## src/rtl/btn_debounce.sv

```systemverilog
// ---------------------------------------------------------------------------
// btn_debounce
//
// Conditions a raw, bouncing, asynchronous push-button for the LED blinker
// path. The button is synchronized into the clk domain and debounced with a
// consecutive-sample counter. The result is a clean level, one-cycle
// press/release pulses, a once-per-press long-press pulse and a press-toggled
// enable.
//
// Parameters:
//   STABLE_CYCLES  consecutive cycles the synchronized input must hold a new
//                  value before btn_level follows (>= 1)
//   LONG_CYCLES    cycles btn_level must stay high after a press before
//                  btn_long fires (>= 2)
//
// Ports:
//   clk          in   system clock, all logic on posedge
//   rst_n        in   asynchronous active-low reset
//   btn_raw      in   raw button, asynchronous to clk, active-high
//   btn_level    out  debounced, registered button level
//   btn_press    out  one-cycle pulse after btn_level rises
//   btn_release  out  one-cycle pulse after btn_level falls
//   btn_long     out  one-cycle pulse, once per press, after LONG_CYCLES of
//                     continuous high level
//   btn_toggle   out  inverts on every press; run/hold enable for the blinker
// ---------------------------------------------------------------------------
module btn_debounce #(
    parameter int STABLE_CYCLES = 1000000,
    parameter int LONG_CYCLES   = 100000000
) (
    input  logic clk,
    input  logic rst_n,
    input  logic btn_raw,
    output logic btn_level,
    output logic btn_press,
    output logic btn_release,
    output logic btn_long,
    output logic btn_toggle
);

    localparam int STABLE_W = $clog2(STABLE_CYCLES + 1);
    localparam int LONG_W   = $clog2(LONG_CYCLES + 1);

    localparam logic [STABLE_W-1:0] STABLE_LAST = STABLE_W'(STABLE_CYCLES - 1);
    localparam logic [LONG_W-1:0]   LONG_MAX    = LONG_W'(LONG_CYCLES);
    localparam logic [LONG_W-1:0]   LONG_PRE    = LONG_W'(LONG_CYCLES - 1);

    typedef enum logic [1:0] {
        LOW       = 2'd0,
        RISE_WAIT = 2'd1,
        HIGH      = 2'd2,
        FALL_WAIT = 2'd3
    } state_t;

    logic                sync1;
    logic                btn_sync;
    state_t              state;
    logic [STABLE_W-1:0] stable_cnt;
    logic [LONG_W-1:0]   hold_cnt;

    // Two-flop synchronizer; only btn_sync is used past this point.
    always_ff @(posedge clk or negedge rst_n) begin
        if (!rst_n) begin
            sync1    <= 1'b0;
            btn_sync <= 1'b0;
        end else begin
            sync1    <= btn_raw;
            btn_sync <= sync1;
        end
    end

    // Debounce FSM. The counter counts consecutive cycles in which btn_sync
    // disagrees with btn_level; any agreeing cycle restarts qualification.
    // When STABLE_CYCLES is 1, STABLE_LAST is 0 so the first disagreeing
    // sample commits immediately and the WAIT states are never entered.
    always_ff @(posedge clk or negedge rst_n) begin
        if (!rst_n) begin
            state       <= LOW;
            stable_cnt  <= '0;
            btn_level   <= 1'b0;
            btn_press   <= 1'b0;
            btn_release <= 1'b0;
            btn_toggle  <= 1'b0;
        end else begin
            btn_press   <= 1'b0;
            btn_release <= 1'b0;
            case (state)
                LOW, RISE_WAIT: begin
                    if (!btn_sync) begin
                        state      <= LOW;
                        stable_cnt <= '0;
                    end else if (stable_cnt == STABLE_LAST) begin
                        state      <= HIGH;
                        stable_cnt <= '0;
                        btn_level  <= 1'b1;
                        btn_press  <= 1'b1;
                        btn_toggle <= ~btn_toggle;
                    end else begin
                        state      <= RISE_WAIT;
                        stable_cnt <= stable_cnt + STABLE_W'(1);
                    end
                end
                HIGH, FALL_WAIT: begin
                    if (btn_sync) begin
                        state      <= HIGH;
                        stable_cnt <= '0;
                    end else if (stable_cnt == STABLE_LAST) begin
                        state       <= LOW;
                        stable_cnt  <= '0;
                        btn_level   <= 1'b0;
                        btn_release <= 1'b1;
                    end else begin
                        state      <= FALL_WAIT;
                        stable_cnt <= stable_cnt + STABLE_W'(1);
                    end
                end
                default: begin
                    state      <= LOW;
                    stable_cnt <= '0;
                end
            endcase
        end
    end

    // Hold counter: runs only while the debounced level is high and sticks
    // at LONG_MAX, so btn_long can fire at most once per press. It looks at
    // the pre-edge level, so the edge on which level falls still counts.
    always_ff @(posedge clk or negedge rst_n) begin
        if (!rst_n) begin
            hold_cnt <= '0;
            btn_long <= 1'b0;
        end else begin
            if (!btn_level) begin
                hold_cnt <= '0;
            end else if (hold_cnt != LONG_MAX) begin
                hold_cnt <= hold_cnt + LONG_W'(1);
            end
            btn_long <= btn_level && (hold_cnt == LONG_PRE);
        end
    end

endmodule

```

## config.mk

```make
export PLATFORM = sky130hd
export DESIGN_NAME = btn_debounce
export DESIGN_NICKNAME = d
export VERILOG_FILES = /design/src/rtl/btn_debounce.sv
export SDC_FILE = /design/constraint.sdc
export NUM_CORES = 1
export LEC_CHECK = 0
export ABC_AREA = 0
export CAP_MARGIN = 20
export CORE_MARGIN = 3
export CORE_UTILIZATION = 40
export DETAILED_ROUTE_END_ITERATION = 10
export SLEW_MARGIN = 20
export SYNTH_ARGS = -nofsm -noshare
export SYNTH_HDL_FRONTEND = slang
export SYNTH_SLANG_ARGS = --single-unit
```

## constraint.sdc

```tcl
create_clock -name clk -period 2.98 [get_ports clk]
set_clock_uncertainty 0.15 [all_clocks]
set_input_delay 0.745 -clock clk [delete_from_list [all_inputs] [get_ports clk]]
set_output_delay 0.745 -clock clk [all_outputs]
set_load 0.01 [all_outputs]
```

==> results.sh, run 1 <==
export IMPL_outcome="finished, final reports clean"
export IMPL_dr_pass1_iters=2
export IMPL_row_count=29
export IMPL_reg2reg_depth=6
export IMPL_dieHeight_um=88.2
export IMPL_startpoint_type="flop"
export IMPL_crit_chain="ha_1, nand3_1, nor3_1, nand4b_1, xnor2_1, and2_1"
export IMPL_cts_root_buf="clkbuf_8"
export IMPL_synth_top_family_by_area="simple AND/OR/NAND/NOR gates"
export IMPL_initial_core_util=0.419
export IMPL_cts_setup_buffers=0
export IMPL_p_int_uw=949
export IMPL_drc=0
export IMPL_relSlewSlack=0.528
export IMPL_cp_required_ns=3.04
export IMPL_power_frac_comb=0.024
export IMPL_synthesis_area_um2=2700
export IMPL_power_leakage_nw=1.26
export IMPL_min_period_ns=2.25
export IMPL_die_w_um=88.2
export IMPL_clock_latency_ns=0.31
export IMPL_drv_slew=0
export IMPL_hold_ws_ns=0.193
export IMPL_worstPathArrival_ns=2.31
export IMPL_routed_via_count=1791
export IMPL_synth_common_cells="dfrtp_1 (55), nor2_1 (29), xnor2_1 (29)"
export IMPL_crit_start="hold_cnt[0]"
export IMPL_grt_pass1_wl_um=8420
export IMPL_synthToLayoutAreaGrowth_pct=9.95
export IMPL_hold_violations=0
export IMPL_finalSetupViolations=0
export IMPL_gp_congestion=0.811
export IMPL_cts_max_level=2
export IMPL_synth_seq_cells=55
export IMPL_synth_top_area_frac=0.509
export IMPL_synth_cells=261
export IMPL_grt_ovfl_total=0
export IMPL_grt_max_degree=40
export IMPL_critPathMaxStageDelay_ns=0.65
export IMPL_dp_cells=342
export IMPL_synth_mux_area_frac=0.00787
export IMPL_ioPinCount=8
export IMPL_yosys_area_share_simple=0.290
export IMPL_grt_use_total=0.137
export IMPL_stdcell_count=350
export IMPL_final_cell_area_um2=2970
export IMPL_rsz0062_at_grt="no"
export IMPL_final_setup_tns_ns=0
export IMPL_synth_top_cell_by_area="dfrtp_1"
export IMPL_synth_area_leaders="dfrtp_1 (51%), xnor2_1 (9.4%), and2_1 (5.1%), xor2_1 (4.2%), nor2_1 (4.0%)"
export IMPL_clk_pin_slew_ns=0.10
export IMPL_drv_cap=0
export IMPL_final_nets=278
export IMPL_num_antenna_cells=0
export IMPL_max_slew_worst_pin_slew_ns=0.702
export IMPL_synth_compound_area_share=0.0227
export IMPL_synth_distinct_cells=37
export IMPL_post_route_period_util=0.753
export IMPL_cp_slowest_cell="nor3_1"
export IMPL_cts_made_buffers=5
export IMPL_dp_hpwl_um=3150
export IMPL_yosysSeqAreaShare=0.509
export IMPL_p_per_area_nw_per_um2=412
export IMPL_reg2reg_to="hold_cnt[24]"
export IMPL_cts_buffer_depth=2
export IMPL_clock_sinks=55
export IMPL_ctsResizeCount=0
export IMPL_port_buffers=7
export IMPL_place_ws_ns=0.742
export IMPL_synthFlopType="dfrtp_1"
export IMPL_worst_slack_ns=0.735
export IMPL_wl_per_cell_um=13.1
export IMPL_drt_iter0_markers=32
export IMPL_p_sw_frac=0.225
export IMPL_max_freq_mhz=445
export IMPL_critPathCaptureType="flop"
export IMPL_synth_edf_count=0
export IMPL_grt_antenna_before_repair=0
export IMPL_synth_fa_ha_area_frac=0.0139
export IMPL_grt_pass1_vias=1816
export IMPL_placed_area_um2=2870
export IMPL_r2r_slack_ns=0.73
export IMPL_cp_max_fo=6
export IMPL_min_path_type="in2async"
export IMPL_dieArea_um2=7780
export IMPL_ir_drop_mv=0.181
export IMPL_path_class="reg2reg"
export IMPL_viasPerCell=5.12
export IMPL_async_reset_ff_frac=1.00
export IMPL_fp_coreArea_um2=6460
export IMPL_synth_xor_area_share=0.136
export IMPL_p_switching_uw=276
export IMPL_cts_tree="built"
export IMPL_postCtsHoldBufs=0
export IMPL_endpoint="hold_cnt[24]"
export IMPL_p_clk_frac=0.360
export IMPL_ant_nets=0
export IMPL_synth_nets=267
export IMPL_p_seq_frac=0.616
export IMPL_synth_most_common_cell="dfrtp_1"
export IMPL_r2r_start="hold_cnt[0]"
export IMPL_syn_avg_cell_area_um2=10.4
export IMPL_drive_gt1_frac=0.0769
export IMPL_drt_total_wl_um=4600
export IMPL_ys_warnings_count=0
==> kinds of logic (layout without fill, tap and decap cells) <==
kind of cell | Yosys count | after routing
buffers and inverters | 14 | 26
xor gates and xnor gates | 42 | 42
and+or+nand+nor | 136 | 136
muxes | 2 | 2
AOI/OAI and AO/OA | 9 | 9
DFF | 55 | 55
adders and majority gates | 3 | 3
==> area by class of cell <==
cell class	count	area (um2)
well taps	77	96.3
fillers	630	3490
clock inverters	2	16.3
repair buffers	10	100
multi-input cells	192	1270
clock buffers	6	82.6
inverters	8	30.0
flip-flops and latches	55	1380
==> critical path, delay by kind of cell, from the launching register on <==
kind / cells / cell delay (ns)
AND/OR/NAND/NOR: 4 / 1.20
flip-flops: 1 / 0.44
adder cells (fa/ha/maj): 1 / 0.20
XOR/XNOR: 1 / 0.17
==> routing by layer <==
| metal | up-vias | track usage | share of wire | routed length, um |
|---|---|---|---|---|
| li1 | 901 | - | - | - |
| met1 | 874 | 0.176 | 0.49 | 2250 |
| met2 | 9 | 0.230 | 0.48 | 2190 |
| met3 | 7 | 0.0279 | 0.020 | 90 |
| met4 | 0 | 0.0495 | 0.015 | 67 |
| met5 | - | 0 | 0 | 0 |
==> power by group through the flow <==
stage | sequential [mW] | combinational [mW] | clock [mW]
global placement | 0.769 | 0.0315 | 0
floorplan | 0.768 | 0.0102 | 0
detailed placement | 0.769 | 0.0317 | 0
finish | 0.755 | 0.0298 | 0.440
global route | 0.756 | 0.0355 | 0.502
CTS | 0.755 | 0.0317 | 0.458
==> flip-flops by register name, indices dropped and copies added, names as in the netlist <==
signal	count
hold_cnt	27
btn_level	1
btn_press	1
btn_toggle	1
btn_long	1
btn_release	1
sync1	1
state	1
stable_cnt	20
btn_sync	1
==> cells in the final DEF (no fill, tap or decap), drive strengths merged, types with 4 or more instances in the layout <==
master	instances
a21boi	4
and2	22
and3	6
buf	4
clkbuf	6
clkdlybuf4s50	6
dfrtp	55
inv	8
nand2	16
nand3	11
nand4	13
nor2	29
nor3	10
nor4	4
nor4b	4
or3	5
xnor2	29
xor2	13
==> stage by stage <==
stage | util | power (mW)
2_1_floorplan | - | 0.779
3_3_place_gp | 0.445 | 0.801
5_1_grt | 0.460 | 1.29
6_report | 0.460 | 1.22
3_5_place_dp | 0.445 | 0.801
4_1_cts | 0.460 | 1.24
==> worst min path at each step <==
stage / start / endpoint / slack, ns
6_report: rst_n / hold_cnt[22] / 0.19
5_1_grt: rst_n / hold_cnt[13] / 0.21
4_1_cts: rst_n / hold_cnt[22] / 0.20
3_5_place_dp: sync1 / btn_sync / 0.19
3_3_place_gp: sync1 / btn_sync / 0.18
2_1_floorplan: sync1 / btn_sync / 0.18
(Power assumes the default switching activity.)
==> run 2, diff against run 1 <==
==> constraint.sdc (replaced) <==
create_clock -name clk -period 2 [get_ports clk]
set_clock_uncertainty 0.15 [all_clocks]
set_input_delay 0.5 -clock clk [delete_from_list [all_inputs] [get_ports clk]]
set_output_delay 0.5 -clock clk [all_outputs]
set_load 0.01 [all_outputs]
==> results.sh, run 2 (synthesized netlist as in run 1, its figures left out) <==
export IMPL_outcome="finished, final reports clean"
export IMPL_cts_made_buffers=5
export IMPL_max_slew_worst_pin_slew_ns=0.340
export IMPL_port_buffers=7
export IMPL_path_class="reg2reg"
export IMPL_gp_congestion=0.767
export IMPL_drv_slew=0
export IMPL_final_cell_area_um2=3170
export IMPL_dp_hpwl_um=3380
export IMPL_ant_nets=0
export IMPL_cp_required_ns=2.07
export IMPL_crit_chain="ha_1, nand3_2, buf_4, nor3_1, buf_4, nand4b_1, xnor2_1, and2_1"
export IMPL_power_leakage_nw=1.39
export IMPL_cts_max_level=2
export IMPL_drive_gt1_frac=0.163
export IMPL_initial_core_util=0.419
export IMPL_place_ws_ns=0.00808
export IMPL_clk_pin_slew_ns=0.11
export IMPL_cp_max_fo=6
export IMPL_dieArea_um2=7780
export IMPL_cp_slowest_cell="dfrtp_1"
export IMPL_cts_setup_buffers=0
export IMPL_fill_cells=608
export IMPL_worst_slack_ns=0.0624
export IMPL_r2r_start="hold_cnt[1]"
export IMPL_die_w_um=88.2
export IMPL_synthToLayoutAreaGrowth_pct=17.3
export IMPL_placed_area_um2=3040
export IMPL_grt_pass1_vias=1963
export IMPL_grt_max_degree=56
export IMPL_ir_drop_mv=0.264
export IMPL_cp_common_cell="buf_4"
export IMPL_routed_via_count=1894
export IMPL_relSlewSlack=0.770
export IMPL_drt_total_wl_um=4970
export IMPL_wl_per_cell_um=13.4
export IMPL_final_cell_mix="dfrtp_1 (55), xnor2_1 (29), nor2_1 (29)"
export IMPL_hold_ws_ns=0.000910
export IMPL_clock_sinks=55
export IMPL_rsz0062_at_grt="yes"
export IMPL_cts_buffer_depth=2
export IMPL_hold_violations=0
export IMPL_min_period_ns=1.94
export IMPL_row_count=29
export IMPL_reg_largest_list="hold_cnt (27), stable_cnt (20)"
export IMPL_grt_antenna_before_repair=0
export IMPL_regMostFlops="hold_cnt"
export IMPL_dr_pass1_iters=4
export IMPL_cts_tree="built"
export IMPL_drc=0
export IMPL_critPathCaptureType="flop"
export IMPL_final_nets=300
export IMPL_p_per_area_nw_per_um2=578
export IMPL_grt_use_total=0.143
export IMPL_fp_coreArea_um2=6460
export IMPL_reg2reg_depth=8
export IMPL_drt_iter0_markers=49
export IMPL_startpoint_type="flop"
export IMPL_post_route_period_util=0.969
export IMPL_max_freq_mhz=516
export IMPL_fin_util=0.491
export IMPL_clock_latency_ns=0.32
export IMPL_r2r_slack_ns=0.06
export IMPL_worstPathArrival_ns=2.01
export IMPL_finalSetupViolations=0
export IMPL_viasPerCell=5.09
export IMPL_largest_reg_flops=27
export IMPL_reg2reg_to="hold_cnt[24]"
export IMPL_num_antenna_cells=0
export IMPL_ioPinCount=8
export IMPL_postCtsHoldBufs=0
export IMPL_grt_pass1_wl_um=8890
export IMPL_final_common_cell="dfrtp_1"
export IMPL_drv_cap=0
export IMPL_critPathMaxStageDelay_ns=0.41
export IMPL_cts_root_buf="clkbuf_8"
export IMPL_min_path_type="in2async"
export IMPL_grt_ovfl_total=0
export IMPL_dieHeight_um=88.2
-- run 2: stage by stage --
| step | power [mW] | setup TNS [ns] | instances |
|---|---|---|---|
| floorplan | 1.16 | 0 | 261 |
| detailed placement | 1.19 | 0 | 364 |
| global placement | 1.19 | 0 | 364 |
| finish | 1.83 | 0 | 372 |
| CTS | 1.85 | 0 | 372 |
| global route | 1.90 | -0.462 | 372 |
-- run 2: layout make-up --
class	instances	area, um2	share of cell area
Inverter	8	30.0	0.00947
Clock buffer	5	68.8	0.0217
Sequential cell	55	1380	0.434
Multi-Input combinational cell	192	1310	0.412
Tap cell	77	96.3	0.0304
Timing Repair Buffer	32	265	0.0837
Clock inverter	3	26.3	0.00829
-- run 2: worst max-delay path, delay by kind of cell, from the launching register on --
| kind | cells | cell delay [ns] |
|---|---|---|
| xor gates and xnor gates | 1 | 0.14 |
| adders and majority gates | 1 | 0.22 |
| buffers and inverters | 2 | 0.35 |
| DFF | 1 | 0.41 |
| and+or+nand+nor | 4 | 0.58 |
-- run 2: repair_timing --
item	in CTS	in global routing
hold endpoints to repair	0	0
pin swaps	0	1
endpoints found under the setup margin	2	31
resized for setup	2	5
-- run 2: routing by layer --
metal | share of wire | vias to the layer above | track usage
met2 | 0.48 | 15 | 0.240
met3 | 0.023 | 10 | 0.0289
li1 | - | 953 | -
met5 | 0 | - | 0
met4 | 0.017 | 0 | 0.0577
met1 | 0.48 | 916 | 0.182
-- run 2: worst max-delay path by stage --
stage | start | end | slack (ns)
6_report | hold_cnt[1] | hold_cnt[24] | 0.06
5_1_grt | hold_cnt[10] | hold_cnt[1] | -0.08
4_1_cts | hold_cnt[1] | hold_cnt[16] | 0.02
3_5_place_dp | hold_cnt[1] | hold_cnt[16] | 0.008
3_3_place_gp | hold_cnt[1] | hold_cnt[16] | 0.06
2_1_floorplan | hold_cnt[0] | hold_cnt[16] | 0.02
-- run 2: report_power, final --
| part | switching, mW | leakage [nW] | internal, mW | total, mW |
|---|---|---|---|---|
| clock network | 0.403 | 0.0491 | 0.259 | 0.662 |
| logic | 0.0318 | 0.583 | 0.0133 | 0.0451 |
| registers | 0.00652 | 0.762 | 1.12 | 1.12 |
| total | 0.442 | 1.39 | 1.39 | 1.83 |
